==> src/rtl/nibble_add_seq.sv <==
// 16-bit add/subtract computed serially through one 4-bit ripple-carry slice,
// one nibble per clock (LSB first); fixed five-cycle latency from accept to done.
module nibble_add_seq (
    input  logic        clk,
    input  logic        rst,
    input  logic        start,
    input  logic        sub,
    input  logic [15:0] a,
    input  logic [15:0] b,
    output logic        busy,
    output logic        done,
    output logic [15:0] sum,
    output logic        c_out,
    output logic        ovf
);
    typedef enum logic [1:0] {S_IDLE, S_RUN, S_DONE} state_t;

    state_t      state_q, state_d;
    logic [15:0] a_q, a_d;
    logic [15:0] b_q, b_d;
    logic [15:0] sum_q, sum_d;
    logic [1:0]  idx_q, idx_d;
    logic        carry_q, carry_d;
    logic        c_out_q, c_out_d;
    logic        ovf_q, ovf_d;

    logic [3:0] slice_a, slice_b, slice_s;
    logic [4:0] slice_c;

    assign slice_a    = a_q[{idx_q, 2'b00} +: 4];
    assign slice_b    = b_q[{idx_q, 2'b00} +: 4];
    assign slice_c[0] = carry_q;

    genvar gi;
    generate
        for (gi = 0; gi < 4; gi++) begin : g_fa
            assign slice_s[gi]   = slice_a[gi] ^ slice_b[gi] ^ slice_c[gi];
            assign slice_c[gi+1] = (slice_a[gi] & slice_b[gi]) |
                                   (slice_c[gi] & (slice_a[gi] ^ slice_b[gi]));
        end
    endgenerate

    logic accept;
    assign accept = start && (state_q != S_RUN);

    always_comb begin
        state_d = state_q;
        a_d     = a_q;
        b_d     = b_q;
        sum_d   = sum_q;
        idx_d   = idx_q;
        carry_d = carry_q;
        c_out_d = c_out_q;
        ovf_d   = ovf_q;
        busy    = 1'b0;
        done    = 1'b0;

        case (state_q)
            S_RUN: begin
                busy    = 1'b1;
                sum_d[{idx_q, 2'b00} +: 4] = slice_s;
                carry_d = slice_c[4];
                idx_d   = idx_q + 2'd1;
                if (idx_q == 2'd3) begin
                    c_out_d = slice_c[4];
                    // carry into bit 15 recovered from the sum bit itself
                    ovf_d   = (a_q[15] ^ b_q[15] ^ slice_s[3]) ^ slice_c[4];
                    state_d = S_DONE;
                end
            end
            S_DONE: begin
                done    = 1'b1;
                state_d = S_IDLE;
            end
            default: ;
        endcase

        if (accept) begin
            a_d     = a;
            b_d     = sub ? ~b : b;
            carry_d = sub;
            idx_d   = 2'd0;
            sum_d   = 16'd0;
            c_out_d = 1'b0;
            ovf_d   = 1'b0;
            state_d = S_RUN;
        end
    end

    always_ff @(posedge clk) begin
        if (rst) begin
            state_q <= S_IDLE;
            a_q     <= 16'd0;
            b_q     <= 16'd0;
            sum_q   <= 16'd0;
            idx_q   <= 2'd0;
            carry_q <= 1'b0;
            c_out_q <= 1'b0;
            ovf_q   <= 1'b0;
        end else begin
            state_q <= state_d;
            a_q     <= a_d;
            b_q     <= b_d;
            sum_q   <= sum_d;
            idx_q   <= idx_d;
            carry_q <= carry_d;
            c_out_q <= c_out_d;
            ovf_q   <= ovf_d;
        end
    end

    assign sum   = sum_q;
    assign c_out = c_out_q;
    assign ovf   = ovf_q;
endmodule

==> config.mk <==
export PLATFORM = sky130hd
export DESIGN_NAME = nibble_add_seq
export DESIGN_NICKNAME = d
export VERILOG_FILES = /design/src/rtl/nibble_add_seq.sv
export SDC_FILE = /design/constraint.sdc
export NUM_CORES = 1
export LEC_CHECK = 0
export ABC_AREA = 0
export BUFFER_PORTS_ARGS = -buffer_cell sky130_fd_sc_hd__buf_2
export CAP_MARGIN = 20
export CELL_PAD_IN_SITES_DETAIL_PLACEMENT = 0
export CELL_PAD_IN_SITES_GLOBAL_PLACEMENT = 2
export CORE_ASPECT_RATIO = 1.5
export CORE_UTILIZATION = 37
export CTS_BUF_LIST = sky130_fd_sc_hd__clkbuf_4 sky130_fd_sc_hd__clkbuf_8
export DETAILED_ROUTE_END_ITERATION = 6
export PLACE_DENSITY_LB_ADDON = 0.1
export SYNTH_ARGS = -nofsm -noshare
export SYNTH_HDL_FRONTEND = slang
export SYNTH_SLANG_ARGS = --single-unit
==> constraint.sdc <==
create_clock -name clk -period 5.4 [get_ports clk]
set_input_delay 1.62 -clock clk [delete_from_list [all_inputs] [get_ports clk]]
set_output_delay 1.62 -clock clk [all_outputs]
set_load 0.1 [all_outputs]
==> results of run 1 <==
cell type report:
cell class                      instances  share of cell area
Multi-Input combinational cell        193               0.455
Inverter                               15              0.0185
Timing Repair Buffer                   60               0.102
Clock buffer                            7              0.0276
Sequential cell                        55               0.363
Clock inverter                          1             0.00165
Tap cell                               78              0.0322
final timing paths:
kind                            endpoint  cells past startpoint  slack, ns  startpoint
worst max register to register       ovf                     13       1.95    idx_q[0]
worst max-delay path                 ovf                     13       1.95    idx_q[0]
worst min register to register    sum[9]                      2       0.45      sum[9]
worst min-delay path              sum[9]                      2       0.45      sum[9]
critical path: stages, from the launching register on:
cell     delay, ns
dfxtp_1       0.59
buf_4         0.27
mux4_1        0.55
inv_1         0.08
fa_1          0.16
inv_1         0.05
fa_1          0.35
inv_1         0.07
fa_1          0.16
inv_1         0.05
fa_1          0.62
xnor2_1       0.17
xnor2_1       0.10
o31ai_1       0.17
power by group:
part           leakage, nW  switching, mW  internal [mW]
logic                0.691         0.0923         0.0572
registers            0.450         0.0136          0.425
clock network       0.0491          0.130          0.102
total                 1.19          0.236          0.584
state kept, by name, indices dropped and copies added (netlist names):
signal / cells
a_q: 16
b_q: 16
ovf: 1
idx_q: 2
sum: 16
state_q: 2
c_out: 1
carry_q: 1
layer usage:
metal  wire, microns  vias to the layer above
met5               0                        -
met4              87                        0
met3             157                        7
met2            3430                       38
met1            2790                     1026
li1                -                     1111
metrics by stage:
stage / power, mW / hold slack [ns] / utilization
floorplan: 0.558 / 0.449 / -
global placement: 0.599 / 0.435 / 0.424
detailed placement: 0.600 / 0.441 / 0.424
CTS: 0.835 / 0.454 / 0.437
global route: 0.866 / 0.469 / 0.437
finish: 0.820 / 0.451 / 0.437
layout by cell type, fill, tap and decap left out, drive strengths merged:
master	count
xnor2	19
nor2b	2
nand2	16
nor3b	1
o21ai	19
nand2b	1
and3b	1
a32oi	4
clkbuf	7
a211oi	17
nand3b	5
nand4	12
nor2	10
o2111ai	1
clkinv	1
nand3	16
nor4bb	1
inv	15
o31ai	1
and2b	1
mux2i	2
a21oi	46
fa	4
dfxtp	55
mux4	8
buf	60
ha	6
logic make-up (layout without fill, tap and decap cells):
| kind of cell | Yosys count | count (layout) | share of synthesized area |
|---|---|---|---|
| flip-flops | 55 | 55 | 0.410 |
| AND/OR/NAND/NOR | 66 | 66 | 0.130 |
| adder cells (fa/ha/maj) | 10 | 10 | 0.0578 |
| multiplexers | 10 | 10 | 0.0774 |
| XOR/XNOR | 19 | 19 | 0.0620 |
| AO/OA/AOI/OAI | 88 | 88 | 0.188 |
| buffers and inverters | 40 | 83 | 0.0746 |
==> impl_metrics.py, run 1 <==
metrics = {
    "synthesis": {
        "synth.most_common_cell": "dfxtp_1",
        "async_flop_share": 0,
        "yosys-top-cells-count": "55 x dfxtp_1, 46 x a21oi_1, 19 x xnor2_1, 17 x a211oi_1, 17 x o21ai_0",
        "synth_area_leaders": "dfxtp_1 41%, a21oi_1 8.6%, xnor2_1 6.2%",
        "synth_largest_area_cell": "dfxtp_1",
        "ys_warn_count": 0,
        "synth_cell_types": 33,
        "ys.flop_type": "dfxtp_1",
        "synth-seq-cells": 55,
        "yosysTopAreaCellShare": 0.410,
        "syn-cell-area_sq_um": 2680,
        "post_synth.cell_area_avg_sq_um": 9.31,
        "synth-edff-count": 0,
        "syn_nets": 334,
        "yosysSeqAreaShare": 0.410,
        "synth_cells": 288,
    },
    "routing": {
        "wl_per_cell_microns": 15.8,
        "vias_per_cell": 5.33,
        "drt-initial-drc-count": 65,
        "firstDrtPassIters": 4,
        "finalWirelength_microns": 6460,
        "ant_nets": 0,
        "vias": 2182,
        "post-route-drc-count": 0,
    },
    "sta": {
        "final.setup.tns_ns": 0,
        "slew_headroom": 0.518,
        "worstMarginPinSlew_ns": 0.722,
        "fin_crit_sh": 0.639,
        "report.final.hold_viol_count": 0,
        "setup_ws_ns": 1.95,
        "skew_ns": 0.00318,
        "maxSlewViolCount": 0,
        "period_needed_ns": 3.45,
        "rsz0062_at_grt": "false",
        "max_freq_mhz": 290,
        "setup_viol": 0,
    },
    "setup_path": {
        "crit_arrival_ns": 3.68,
        "worstSetupPathType": "reg -> reg",
        "path_max_fanout": 9,
        "critPathLaunchType": "register",
        "cp-end-kind": "register",
        "required_ns": 5.63,
    },
    "die": {
        "io_pins": 56,
        "initial_core_util": 0.386,
        "num_rows": 37,
        "die_y_microns": 106,
        "die_w_microns": 71.5,
        "core-area_sq_um": 6940,
        "die_area_sq_um": 7600,
    },
    "global_routing": {
        "grt_pass1_wl_microns": 10600,
        "antenna_found_initial": 0,
        "grtUsageTotal": 0.181,
        "use_met2": 0.329,
        "busiest_layer": "met2",
        "use_met1": 0.214,
        "met3_usage": 0.0199,
        "grt_pass1_vias": 2107,
        "overflow": 0,
        "grt_max_degree": 37,
    },
    "power": {
        "p_per_area_nw_per_um2": 270,
        "p_leak_nw": 1.19,
        "peakVddDrop_mv": 0.109,
    },
    "layout": {
        "antennaDiodeCount": 0,
        "multi_input_area_sq_um": 1380,
        "final_area_sq_um": 3040,
        "drive_gt1_frac": 0.239,
        "syn2layout_area_growth_pct": 13.2,
        "layout.area.seq_sq_um": 1100,
        "n_fill_cell": 713,
        "fin_nets": 376,
        "final_cells": 409,
    },
    "run_status": {
        "outcome": "complete, no violations",
    },
    "cts": {
        "cts_max_path_buffers": 2,
        "cts_root_buffer": "clkbuf_8",
        "ctsResizeCount": 0,
        "cts_tree": "done",
        "post-cts-setup-buffers": 0,
        "cts_hold_buf": 0,
        "cts_max_level": 2,
        "cts.sinks": 55,
        "clk_pin_slew_worst_paths_ns": 0.09,
        "numCtsBuffers": 5,
        "clk_latency_ns": 0.31,
    },
    "min_path": {
        "hold_class": "reg -> reg",
    },
    "run": {
        "max_cap_violations": 0,
    },
    "place": {
        "gp_congestion": 0.720,
        "dpl.hpwl_microns": 4440,
        "dp_slack_ns": 1.92,
        "portBuffers": 55,
        "placed_cells": 401,
        "place_area_sq_um": 2950,
    },
}
Power figures use the tool's default switching activity.
==> inputs of run 2 (changes only) <==
- CORE_UTILIZATION: 37 -> 34
- clock period: 5.4 -> 3.2 ns (I/O delays scaled with it)
==> run 2 against run 1 <==
Against the previous run: register-to-register slack got worse by 1.7 ns; clock skew up 0.0015 ns; sequential power rose by 69%; sequential share of layout area is 1.1 points lower; hold slack gained 0.00080 ns; first-iteration DRC count is 15% lower; combinational power increased by 76%; clock power is 84% higher; routed wire length rose by 3.1%; via count grew 0.32%; critical path type unchanged; largest cell class unchanged; largest power group unchanged.
==> impl_metrics.py, run 2 (synthesis gave the netlist of run 1 again) <==
metrics = {
    "cts": {
        "cts_max_path_buffers": 2,
        "cts_max_level": 2,
        "cts_hold_buf": 0,
        "post-cts-setup-buffers": 0,
        "ctsResizeCount": 0,
        "cts_tree": "done",
        "cts_root_buffer": "clkbuf_8",
        "numCtsBuffers": 5,
        "clk_pin_slew_worst_paths_ns": 0.09,
        "cts.sinks": 55,
        "clk_latency_ns": 0.30,
    },
    "place": {
        "gp_congestion": 0.766,
        "portBuffers": 55,
        "dp_slack_ns": 0.270,
        "dpl.hpwl_microns": 4890,
    },
    "global_routing": {
        "grt_pass1_vias": 2227,
        "met3_usage": 0.0300,
        "use_met1": 0.208,
        "grt_max_degree": 37,
        "grtUsageTotal": 0.176,
        "antenna_found_initial": 0,
        "overflow": 0,
        "use_met2": 0.303,
        "busiest_layer": "met2",
        "grt_pass1_wl_microns": 11100,
    },
    "sta": {
        "max_freq_mhz": 343,
        "setup_viol": 0,
        "period_needed_ns": 2.92,
        "fin_crit_sh": 0.912,
        "worstMarginPinSlew_ns": 0.701,
        "setup_ws_ns": 0.282,
        "slew_headroom": 0.526,
        "rsz0062_at_grt": "false",
        "final.setup.tns_ns": 0,
        "report.final.hold_viol_count": 0,
        "worst_hold_slack_ns": 0.452,
        "maxSlewViolCount": 0,
        "skew_ns": 0.00470,
    },
    "layout": {
        "layout.area.seq_sq_um": 1100,
        "fin_nets": 380,
        "multi_input_area_sq_um": 1380,
        "n_fill_cell": 837,
        "layout_commonest_cell": "dfxtp_1",
        "post-route-util": 0.411,
        "antennaDiodeCount": 0,
        "final_cell_mix": "55 x dfxtp_1, 54 x buf_2, 46 x a21oi_1",
        "syn2layout_area_growth_pct": 16.6,
        "drive_gt1_frac": 0.248,
    },
    "setup_path": {
        "r2r_cells": 13,
        "cp-startpoint": "idx_q[0]",
        "required_ns": 3.42,
        "reg2reg_slack_ns": 0.28,
        "cp-end-kind": "register",
        "endpoint": "ovf",
        "critPathLaunchType": "register",
        "path_max_fanout": 8,
        "crit_arrival_ns": 3.14,
        "reg2reg_to": "ovf",
        "r2r-start": "idx_q[0]",
        "worstSetupPathType": "reg -> reg",
    },
    "routing": {
        "drt-initial-drc-count": 55,
        "firstDrtPassIters": 4,
        "vias_per_cell": 5.01,
        "post-route-drc-count": 0,
        "vias": 2189,
        "wl_per_cell_microns": 15.2,
        "ant_nets": 0,
        "finalWirelength_microns": 6660,
    },
    "die": {
        "num_rows": 39,
        "core-area_sq_um": 7610,
        "die_y_microns": 111,
        "initial_core_util": 0.352,
        "die_w_microns": 74.5,
        "die_area_sq_um": 8260,
        "io_pins": 56,
    },
    "power": {
        "p_per_area_nw_per_um2": 457,
        "clkPwrFrac": 0.298,
        "seq_power_share": 0.518,
        "pwr-share-comb": 0.185,
        "p_leak_nw": 1.22,
        "netSwitchingPower_uw": 402,
        "internal_power_mw": 1.03,
        "sw_frac_of_total": 0.281,
        "power_mw": 1.43,
        "peakVddDrop_mv": 0.201,
    },
    "run": {
        "max_cap_violations": 0,
    },
    "run_status": {
        "outcome": "complete, no violations",
    },
    "min_path": {
        "hold_class": "reg -> reg",
    },
}
run 2: cell types whose count changed in the layout (fill, tap and decap cells not counted), sizes merged:
cell	change
clkbuf	+1
buf	+4
clkinv	-1
run 2: worst min-delay path by stage:
stage               cells after the start       to    start  slack (ns)
floorplan                               2   a_q[6]   a_q[6]        0.45
global placement                        2   sum[0]   sum[0]        0.44
detailed placement                      2   sum[4]   sum[4]        0.44
CTS                                     2   sum[4]   sum[4]        0.46
global route                            2   sum[1]   sum[1]        0.48
finish                                  2  sum[10]  sum[10]        0.45
run 2: area by class of cell:
cell class                      count  share of cell area
Multi-Input combinational cell    193               0.442
Sequential cell                    55               0.352
Timing Repair Buffer               64               0.114
Tap cell                          102              0.0408
Clock buffer                        8              0.0332
Inverter                           15              0.0180
run 2: power groups by stage:
stage          clock [mW]  sequential, mW  combinational (mW)
6_report            0.426           0.740               0.264
5_1_grt             0.477           0.745               0.295
4_1_cts             0.448           0.741               0.267
3_5_place_dp            0           0.757               0.267
3_3_place_gp            0           0.758               0.264
2_1_floorplan           0           0.761               0.180
run 2: metal layers:
| metal | share of wire | wire (microns) |
|---|---|---|
| met5 | 0 | 0 |
| met4 | 0.035 | 233 |
| met3 | 0.030 | 202 |
| met2 | 0.53 | 3550 |
| met1 | 0.40 | 2680 |
run 2: worst max-delay path, cell delays in order (launching register included):
cell	delay, ns
dfxtp_1	0.36
buf_4	0.20
mux4_2	0.20
inv_1	0.06
fa_1	0.38
inv_1	0.07
fa_1	0.16
inv_1	0.05
fa_1	0.35
inv_1	0.08
fa_1	0.44
xnor2_1	0.21
xnor2_1	0.10
o31ai_1	0.18
run 2: stage by stage:
| step | instance area (sq um) | cells |
|---|---|---|
| after global routing | 3130 | 437 |
| after global placement | 3020 | 429 |
| after floorplan | 2680 | 288 |
| final | 3130 | 437 |
| after detailed placement | 3020 | 429 |
| after CTS | 3130 | 437 |
